**src/rtl/branch_ctrl_pkg.sv**
```systemverilog
// Shared ISA definitions for the branch sequencer: condition encodings,
// CCR bit positions and the branch FSM state encoding.
package branch_ctrl_pkg;

    // Branch condition field encodings (instr[25:22])
    localparam logic [3:0] BC_AL = 4'd0;
    localparam logic [3:0] BC_EQ = 4'd1;
    localparam logic [3:0] BC_NE = 4'd2;
    localparam logic [3:0] BC_LT = 4'd3;
    localparam logic [3:0] BC_LE = 4'd4;
    localparam logic [3:0] BC_GT = 4'd5;
    localparam logic [3:0] BC_GE = 4'd6;
    localparam logic [3:0] BC_CS = 4'd7;
    localparam logic [3:0] BC_CC = 4'd8;

    // Bit positions inside the CCR {N,Z,C,V}
    localparam int CCR_N = 3;
    localparam int CCR_Z = 2;
    localparam int CCR_C = 1;
    localparam int CCR_V = 0;

    // Branch FSM states
    typedef enum logic [1:0] {
        S_IDLE       = 2'd0,
        S_WAIT_FLAGS = 2'd1,
        S_EVAL       = 2'd2,
        S_FLUSH      = 2'd3
    } bc_state_t;

endpackage

```
**src/rtl/cond_eval.sv**
```systemverilog
// Combinational branch-condition evaluator: (cond, ccr) -> take.
// Kept standalone so predication logic can reuse it.
module cond_eval
    import branch_ctrl_pkg::*;
(
    input  logic [3:0] cond,
    input  logic [3:0] ccr,
    output logic       take
);

    logic s_less;

    // Decode the condition against the flag bits; undefined codes never take
    always_comb begin
        s_less = ccr[CCR_N] ^ ccr[CCR_V];
        take   = 1'b0;
        case (cond)
            BC_AL:   take = 1'b1;
            BC_EQ:   take = ccr[CCR_Z];
            BC_NE:   take = ~ccr[CCR_Z];
            BC_LT:   take = s_less;
            BC_LE:   take = ccr[CCR_Z] | s_less;
            BC_GT:   take = ~(ccr[CCR_Z] | s_less);
            BC_GE:   take = ~s_less;
            BC_CS:   take = ccr[CCR_C];
            BC_CC:   take = ~ccr[CCR_C];
            default: take = 1'b0;
        endcase
    end

endmodule

```
**src/rtl/branch_ctrl.sv**
```systemverilog
// Branch sequencer between decode and fetch. Owns the CCR, waits for
// in-flight flag writers, evaluates one branch at a time, redirects and
// flushes the front end on taken branches, and keeps saturating counters.
//
// Handshake: a branch transfers on a rising edge where br_valid & br_ready;
// br_ready is high only in IDLE, and decode holds the branch until it
// transfers. br_done/br_taken and redirect/redirect_pc are one-cycle pulses.
module branch_ctrl
    import branch_ctrl_pkg::*;
#(
    parameter int AW           = 16,
    parameter int FLUSH_CYCLES = 2,
    parameter int CW           = 16
)
(
    input  logic          clk,
    input  logic          rst_n,
    input  logic          br_valid,
    output logic          br_ready,
    input  logic [3:0]    br_cond,
    input  logic [AW-1:0] br_target,
    input  logic          flag_pending,
    input  logic          ccr_wr_en,
    input  logic [3:0]    ccr_wr_data,
    output logic [3:0]    ccr,
    output logic          stall,
    output logic          redirect,
    output logic [AW-1:0] redirect_pc,
    output logic          flush,
    output logic          br_done,
    output logic          br_taken,
    output logic [CW-1:0] taken_cnt,
    output logic [CW-1:0] nottaken_cnt,
    output logic [1:0]    dbg_state
);

    // Flush counter starts one below the total because the EVAL edge
    // already raises flush for the first cycle.
    localparam logic [3:0]    FLUSH_LOAD = 4'(FLUSH_CYCLES - 1);
    localparam logic [CW-1:0] CNT_MAX    = '1;

    bc_state_t     state_q, state_d;
    logic [3:0]    ccr_q, ccr_d;
    logic [3:0]    cond_q, cond_d;
    logic [AW-1:0] pc_q, pc_d;
    logic          redirect_q, redirect_d;
    logic          flush_q, flush_d;
    logic          done_q, done_d;
    logic          taken_q, taken_d;
    logic [3:0]    fcnt_q, fcnt_d;
    logic [CW-1:0] tcnt_q, tcnt_d;
    logic [CW-1:0] ncnt_q, ncnt_d;
    logic          take;

    cond_eval u_cond_eval (
        .cond (cond_q),
        .ccr  (ccr_q),
        .take (take)
    );

    // CCR write path, independent of the branch FSM
    always_comb begin
        ccr_d = ccr_wr_en ? ccr_wr_data : ccr_q;
    end

    // Next-state and registered-output logic of the branch FSM
    always_comb begin
        state_d    = state_q;
        cond_d     = cond_q;
        pc_d       = pc_q;
        redirect_d = 1'b0;
        flush_d    = 1'b0;
        done_d     = 1'b0;
        taken_d    = 1'b0;
        fcnt_d     = fcnt_q;
        tcnt_d     = tcnt_q;
        ncnt_d     = ncnt_q;
        case (state_q)
            S_IDLE: begin
                if (br_valid) begin
                    cond_d  = br_cond;
                    pc_d    = br_target;
                    state_d = flag_pending ? S_WAIT_FLAGS : S_EVAL;
                end
            end
            S_WAIT_FLAGS: begin
                if (!flag_pending) begin
                    state_d = S_EVAL;
                end
            end
            S_EVAL: begin
                done_d = 1'b1;
                if (take) begin
                    redirect_d = 1'b1;
                    flush_d    = 1'b1;
                    taken_d    = 1'b1;
                    fcnt_d     = FLUSH_LOAD;
                    if (tcnt_q != CNT_MAX) begin
                        tcnt_d = tcnt_q + CW'(1);
                    end
                    state_d = S_FLUSH;
                end else begin
                    if (ncnt_q != CNT_MAX) begin
                        ncnt_d = ncnt_q + CW'(1);
                    end
                    state_d = S_IDLE;
                end
            end
            S_FLUSH: begin
                if (fcnt_q == 4'd0) begin
                    state_d = S_IDLE;
                end else begin
                    flush_d = 1'b1;
                    fcnt_d  = fcnt_q - 4'd1;
                end
            end
            default: state_d = S_IDLE;
        endcase
    end

    // State and output registers; reset aborts any branch in progress
    always_ff @(posedge clk or negedge rst_n) begin
        if (!rst_n) begin
            state_q    <= S_IDLE;
            ccr_q      <= 4'd0;
            cond_q     <= 4'd0;
            pc_q       <= '0;
            redirect_q <= 1'b0;
            flush_q    <= 1'b0;
            done_q     <= 1'b0;
            taken_q    <= 1'b0;
            fcnt_q     <= 4'd0;
            tcnt_q     <= '0;
            ncnt_q     <= '0;
        end else begin
            state_q    <= state_d;
            ccr_q      <= ccr_d;
            cond_q     <= cond_d;
            pc_q       <= pc_d;
            redirect_q <= redirect_d;
            flush_q    <= flush_d;
            done_q     <= done_d;
            taken_q    <= taken_d;
            fcnt_q     <= fcnt_d;
            tcnt_q     <= tcnt_d;
            ncnt_q     <= ncnt_d;
        end
    end

    assign br_ready     = (state_q == S_IDLE);
    assign stall        = (state_q != S_IDLE);
    assign ccr          = ccr_q;
    assign redirect     = redirect_q;
    assign redirect_pc  = pc_q;
    assign flush        = flush_q;
    assign br_done      = done_q;
    assign br_taken     = taken_q;
    assign taken_cnt    = tcnt_q;
    assign nottaken_cnt = ncnt_q;
    assign dbg_state    = state_q;

endmodule

```
**config.mk**
```make
export PLATFORM = sky130hd
export DESIGN_NAME = branch_ctrl
export DESIGN_NICKNAME = d
export VERILOG_FILES = /design/src/rtl/branch_ctrl_pkg.sv /design/src/rtl/cond_eval.sv /design/src/rtl/branch_ctrl.sv
export SDC_FILE = /design/constraint.sdc
export NUM_CORES = 1
export LEC_CHECK = 0
export CORE_ASPECT_RATIO = 1.75
export CORE_MARGIN = 10
export CORE_UTILIZATION = 50
export CTS_CLUSTER_DIAMETER = 100
export DETAILED_ROUTE_END_ITERATION = 12
export PLACE_DENSITY = 0.85
export SLEW_MARGIN = 15
export SYNTH_ARGS = -nofsm -noshare
export SYNTH_HDL_FRONTEND = slang
export SYNTH_SLANG_ARGS = --single-unit
```
**constraint.sdc**
```tcl
create_clock -name clk -period 4.6 [get_ports clk]
set_input_delay 0.92 -clock clk [delete_from_list [all_inputs] [get_ports clk]]
set_output_delay 0.92 -clock clk [all_outputs]
set_load 0.02 [all_outputs]
```
---- Yosys cells after proc, flatten, opt, wreduce, memory -nomap -nowiden ----
Cells that the tools add are included.
storage, ports and cells
  register bits after elaboration ......... 65
  word-level logic and storage cells ...... 63
  output and inout port bits .............. 60
  input port bits ......................... 29
cells by class
  reduce and logical (&&, ||, !) cells .... 10
  multiplexer cells ....................... 15
  add/subtract/negate cells ............... 3
  equality and inequality tests ........... 18
  bitwise logic cells ..................... 7
operator list
  kind                                               count
  adder 16 x 1 -> 16 bit (second input constant)     2
  != test 16 bit (second input constant)             2
  == test 4 x 3 -> 1 bit (second input constant)     4
  AND reduction 3 bit                                4
  2-to-1 mux 2 bit                                   5
  != test 2 bit (second input constant)              5
  one-hot mux 1 bit (9 select lines)                 1
  == test 4 x 2 -> 1 bit (second input constant)     2
  zero test 4 bit                                    2
  2-to-1 mux 4 bit                                   2
  one-hot mux 2 bit (4 select lines)                 1
  one-hot mux 4 bit (2 select lines)                 1
  inverter 1 bit                                     5
  == test 2 bit (second input constant)              2
  == test 4 x 1 -> 1 bit (second input constant)     1
  == test 4 bit (second input constant)              1
  2-to-1 mux 1 bit                                   4
  nonzero test 2 bit                                 2
  subtractor 4 x 1 -> 4 bit (second input constant)  1
  == test 2 x 1 -> 1 bit (second input constant)     1
  zero test 2 bit                                    1
  one-hot mux 1 bit (2 select lines)                 1
  AND reduction 2 bit                                1
  bitwise OR 1 bit                                   1
  bitwise XOR 1 bit                                  1

---- Depth between registers and ports, before layout ----
  depth in word-level cells ............... 6
  mapped depth ............................ 9
  gate-level depth less buffers ........... 7

---- Cells and area by module ----
A second synthesis with hierarchy kept.
unflattened totals
  cell total of the unflattened synthesis .. 266
  area total of the unflattened synthesis .. 3,045.4 sq um
by module, submodules not included
  module       instances  area each (sq um)  cells an instance  sequential area each (sq um)
  branch_ctrl  1          2,934.1            248                1,626.6
  cond_eval    1          111.4              18                 0.0

---- Worst setup path before layout ----
OpenSTA, ideal clock, no wires.
  path kind ............................... flip-flop to flip-flop
  start ................................... reg state_q[1], in the netlist dbg_state[1]
  end ..................................... reg cond_q[3]
  data arrival time ....................... 1.938 ns
  slack ................................... 2.537 ns
  data required time ...................... 4.475 ns
  cell stages (with the launch flop) ...... 6
  clock period less this slack ............ 2.063 ns
  path through ............................ dfrtp_1 or2_2 inv_1 and2_1 clkbuf_1 mux2_2
on the way
  longest elaborated chain between the ends .. 2
ends and longest elaborated chain
  element                               line                text
  start, declared                       branch_ctrl.sv:42   bc_state_t state_q, state_d;
  start signal, assigned                branch_ctrl.sv:136  state_q <= state_d;
  zero test 2 bit                       n/a
  net br_ready                          branch_ctrl.sv:19   output logic br_ready,
  AND reduction 2 bit (no source line)  n/a
  end signal, assigned                  branch_ctrl.sv:138  cond_q <= cond_d;
  end, declared                         branch_ctrl.sv:44   logic [3:0] cond_q, cond_d;
The timed path passes the listed nets, and every way through them passes these cells.
A chain may end at the register's enable or synchronous reset.

---- Final worst setup path ----
  start ................................... reg state_q[1], in the netlist dbg_state[1]
  end ..................................... out br_ready
on the way
  longest elaborated chain between the ends .. 1
ends and longest elaborated chain
  element          line                text
  zero test 2 bit  branch_ctrl.sv:150  assign br_ready = (state_q == S_IDLE);
  end, declared    branch_ctrl.sv:19
No other way between the ends.

==> results.cfg <==
[power]
intPower_w = 0.00143
p_sw_share_pct = 36.5
seq_power_share_pct = 39.3
p_leak_nw = 1.69
power_density_nw_per_um2 = 562
ir_drop_mv = 0.334
p_sw_w = 0.000821
clkPwrFrac_pct = 19.5
p_comb_share_pct = 41.3

[clock_network]
cts-buffers-inserted = 9
cts_max_path_buffers = 2
cts.sinks = 65
postCtsSetupBuffers = 0
cts_root_buffer = clkbuf_8
htree_num_levels = 3
clk_pin_slew_ns = 0.07
clk_latency_ns = 0.35
holdBufCountCts = 0
cts_resized = 0
cts_tree = built

[sta]
clock-skew-final_ns = 0.00828
rsz0062_at_grt = false
fin_setup_tns_ns = 0
fmax_mhz = 367
slew-limit-headroom_pct = 40.4
hold_viol = 0
fin_crit_sh_pct = 59.2
period_needed_ns = 2.72
slew_violations = 0
setup_viol = 0
worst_slew_pin_slew_ns = 0.894

[global_route]
antenna_found_initial = 0
grt_overflow = 0
grt_pass1_vias = 2292
grt_pass1_wl_um = 11600
gr-usage-all-layers_pct = 15.6
grt_max_degree = 39

[drt]
route.vias.total = 2185
ant_nets = 0
wire_per_inst_um = 16.7
wirelength_um = 6860
via_per_inst = 5.32
drt_iter0_drc = 83
drt_first_pass_iters = 4
drc = 0

[cells_and_area]
finalNonFillerCells = 411
final_nets = 362
drive_gt1_share_pct = 14.3
antennaDiodeCount = 0
syn_to_final_growth_pct = 39.2
fillers = 457

[yosys]
ys_ff_latch = 65
async_flop_share_pct = 100
ys_types = 38
synth_flop_cell = dfrtp_1
ys_top_cells_by_area = dfrtp_1 57%, mux2_2 9.8%, xnor2_1 7.6%
synth_seq_area_share_pct = 56.6
synth_edf_count = 0
yosys_warnings = 0
yosys.cell_count.top_type = dfrtp_1
netlist_top_cells_count = 65 x dfrtp_1, 25 x mux2_2, 25 x xnor2_1
synth.top_cell.area_share_pct = 56.6
synth_fp_nets = 268
syn-cell-area_um2 = 2870
syn_avg_cell_area_um2 = 12.2
yosysTopAreaCell = dfrtp_1
synthCells = 236

[floorplanning]
dieArea_um2 = 9290
num_rows = 36
die_x_um = 77.3
core_um2 = 5590
initial_core_util_pct = 51.4
io_pins = 89
die_h_um = 120

[critical_path]
required_ns = 3.68
worst-path-buf-inv = 2
cpLargestDelayFamily = buffers and inverters
critPathKind = reg2out
slowest_delay_ns = 0.60
crit_path_start_kind = flip-flop
path_cells = or2_2 -> inv_1 -> clkdlybuf4s50_1
path_max_fanout = 8
end_kind = output port
cpMaxStageDelayCell = clkdlybuf4s50_1
arrival_ns = 1.80

[placement]
place_inst = 395
portBuffers = 88
place_congestion = 0.806
hpwl_um = 5210

[run_status]
status = finished clean

[min_path]
min_path_type = reg2reg

[job]
maxCapViolations = 0
==> power groups by stage <==
| stage | combinational (W) | clock [W] | sequential [W] |
|---|---|---|---|
| floorplan | 0.000389 | 0 | 0.00103 |
| global placement | 0.000922 | 0 | 0.000884 |
| detailed placement | 0.000947 | 0 | 0.000893 |
| CTS | 0.000949 | 0.000452 | 0.000883 |
| global route | 0.00100 | 0.000475 | 0.000912 |
| finish | 0.000928 | 0.000437 | 0.000883 |
==> per-stage QoR <==
stage | hold slack [ns] | area, µm² | utilization [%] | total power, W | setup slack, ns
after CTS | 0.506 | 4000 | 71.6 | 0.00228 | 1.86
after global routing | 0.530 | 4000 | 71.6 | 0.00239 | 1.79
after global placement | 0.476 | 3820 | 68.3 | 0.00181 | 1.91
after floorplan | 0.462 | 2870 | - | 0.00142 | 2.54
after detailed placement | 0.495 | 3820 | 68.3 | 0.00184 | 1.85
final | 0.501 | 4000 | 71.6 | 0.00225 | 1.88
==> cells in the final DEF (no fill, tap or decap), types with 3 or more instances in the layout <==
| master | netlist | layout |
|---|---|---|
| clkdlybuf4s50_1 | 0 | 87 |
| dfrtp_1 | 65 | 65 |
| xnor2_1 | 25 | 25 |
| mux2_2 | 25 | 25 |
| nand3_1 | 15 | 15 |
| nand2_1 | 14 | 14 |
| nand4_1 | 12 | 12 |
| and3_1 | 11 | 11 |
| clkbuf_8 | 0 | 11 |
| nor2_1 | 9 | 9 |
| xor2_1 | 6 | 6 |
| inv_1 | 5 | 5 |
| nor2b_1 | 4 | 4 |
| a21oi_1 | 3 | 3 |
| and2_1 | 3 | 3 |
| ha_1 | 3 | 3 |
| clkinv_2 | 0 | 3 |
==> cells by family (layout without fill, tap and decap cells) <==
family	count (synthesis)	in the layout	share of synthesized area (%)
buffers and inverters	11	110	1.83
DFF	65	65	56.6
and+or+nand+nor	82	82	15.7
xor gates and xnor gates	31	31	9.46
AOI/OAI and AO/OA	18	18	4.84
adders and majority gates	3	3	1.31
muxes	26	26	10.2
==> layer usage <==
| metal | global-route usage (%) | wire, µm |
|---|---|---|
| met1 | 17.1 | 2770 |
| met2 | 25.6 | 3550 |
| met3 | 6.08 | 408 |
| met4 | 7.57 | 131 |
| met5 | 0 | 0 |
==> registers in the layout (all words and copies together) (netlist names) <==
name and flops:
redirect_pc 16, taken_cnt 16, fcnt_q 4, nottaken_cnt 16, br_done 1, br_taken 1
dbg_state 2, flush 1, ccr 4, cond_q 4
==> final cells by class <==
type | count | area [µm²] | share of cell area, %
Sequential cell | 65 | 1630 | 40.7
Timing Repair Buffer | 89 | 883 | 22.1
Inverter | 5 | 18.8 | 0.469
Tap cell | 76 | 95.1 | 2.38
Clock inverter | 5 | 30.0 | 0.751
Multi-Input combinational cell | 160 | 1190 | 29.8
Clock buffer | 11 | 151 | 3.79
==> final timing paths <==
kind                                    end        startpoint  cells past startpoint  slack, ns
setup / recovery                   br_ready      dbg_state[1]                      3       1.88
hold / removal             nottaken_cnt[15]  nottaken_cnt[15]                      1       0.50
setup reg to reg            nottaken_cnt[8]            ccr[0]                      6       2.29
hold reg to reg            nottaken_cnt[15]  nottaken_cnt[15]                      1       0.50
max in group asynchronous         cond_q[3]             rst_n                      2       3.09
min in group asynchronous      taken_cnt[0]             rst_n                      1       0.59
Note: power is estimated with default switching activity, not from simulation.
==> patch (config.mk and constraints unchanged) <==
Take the reset off `pc_q` and load it in a clocked block of its own.
--- a/src/rtl/branch_ctrl.sv
+++ b/src/rtl/branch_ctrl.sv
@@ -126,3 +126,2 @@
             cond_q     <= 4'd0;
-            pc_q       <= '0;
             redirect_q <= 1'b0;
@@ -138,3 +137,2 @@
             cond_q     <= cond_d;
-            pc_q       <= pc_d;
             redirect_q <= redirect_d;
@@ -147,2 +145,6 @@
         end
+    end
+
+    always_ff @(posedge clk) begin
+        pc_q <= pc_d;
     end
Check against the original RTL: not equivalent (Yosys sat finds a counterexample within 4 cycles, from zero or initial values and one cycle with rst_n low).
==> patch against the unedited design <==
  * Wire length rose by 3.5%
  * Sequential cell count did not move
  * Synthesized area rose by 3.4%
  * Design area rose by 1.9%
  * Total power fell by 5.2%
  * Global-route usage barely moved
  * Setup slack got worse by 1.5 ps
  * Critical path type unchanged
  * Critical endpoint unchanged
  * Largest cell class unchanged
==> patch: results (changes against the unedited design) <==
metric;value;unit;change
status;completed;;
non-filler cells, final;410;;-0.24%
vias in the first global route;2330;;+1.7%
WL per Instance;17.3;µm;+3.7%
nets;359;;-0.83%
Seq/Total Area, Yosys;0.575;;+0.00835
fraction of registers with async set/reset;0.754;;-0.246
largest net degree at the start of global routing;50;;+28%
commonest cells in the synthesized netlist;dfrtp_1 (49), xnor2_1 (27), edfxtp_1 (16);;
first-pass GRT wire length;11700;µm;+0.29%
setup slack at placement;1920;ps;+67.3 ps
Slew HR;0.379;;-0.0255
syn_nets;267;;-0.37%
Total GRT Usage;0.155;;about the same
synth top area cells;dfrtp_1 (41%), edfxtp_1 (16%), xnor2_1 (8.0%), mux2_2 (3.4%), nand3_2 (3.4%);;
Synth cell types;50;;+32%
min-delay src;nottaken_cnt[13]$_DFFE_PN0P_;;
syn avg cell area;12.6;µm²;+3.8%
fraction of layout instances using a drive strength above 1;0.139;;-0.00473
EDFF count, synth;16;;+16
Setup Skew;7.44;ps;-0.837 ps
LEAKAGE;1.63;nW;-3.8%
R2R Setup Slk;2190;ps;-100 ps
drt via density;5.35;;+0.70%
FF-to-FF Start;cond_q[0]$_DFFE_PN0P_;;
Crit Reg-Reg Endpoint;nottaken_cnt[1]$_DFFE_PN0P_;;
DPL Wire Length;5350;µm;+2.7%
worst hold endpoint;nottaken_cnt[13]$_DFFE_PN0P_;;
placer congestion estimate;0.757;;-6.0%
Placed Cells;394;;-0.25%
CTS buffer count;9;;unchanged
Root Buffer;clkbuf_8;;
Detailed Route Iter0 Violations;134;;+61%
worst skew pair latency;350;ps;about the same
setup bufs post-CTS;0;;unchanged
R2R cell count;5;;-1
VDD IR-drop max;0.000357;V;+6.9%
patch: per-stage QoR:
stage	hold WS, ps	area [µm²]
2_1_floorplan	501	2970
3_3_place_gp	480	3890
3_5_place_dp	490	3890
4_1_cts	506	4070
5_1_grt	533	4070
6_report	500	4070
patch: cells by family after synthesis:
logic type / count (synthesis) / share of synthesized area
simple gates: 89 / 0.182
flops: 65 / 0.575
xor+xnor: 31 / 0.0914
compound gates: 21 / 0.0674
buf+inv: 15 / 0.0287
mux: 11 / 0.0426
fa+ha+maj: 3 / 0.0126
patch: layer usage:
metal  global-route usage  wire length, µm  up-vias
li1                     -                -     1031
met1                0.163             2640     1068
met2                0.255             3660       79
met3               0.0686              543       17
met4               0.0867              250        0
met5                    0                0        -
patch: power breakdown:
part           internal (mW)  switching [mW]
clock                  0.199           0.236
sequential             0.720           0.119
combinational          0.380           0.476
total                   1.30           0.832
patch: area by class of cell:
class / count / area [µm²]
Clock inverter: 7 / 55.1
Timing Repair Buffer: 89 / 886
Inverter: 7 / 26.3
Sequential cell: 65 / 1710
Tap cell: 78 / 97.6
Clock buffer: 9 / 124
Fill cell: 441 / 1760
Multi-Input combinational cell: 155 / 1180
patch: worst max path at each step:
stage | cells past startpoint | endpoint | slack (ps)
after floorplan | 5 | cond_q[0]$_DFFE_PN0P_ | 2270
after CTS | 3 | br_ready | 1840
final | 3 | br_ready | 1880
after detailed placement | 3 | cond_q[1]$_DFFE_PN0P_ | 1920
after global routing | 3 | br_ready | 1790
after global placement | 3 | cond_q[3]$_DFFE_PN0P_ | 1980
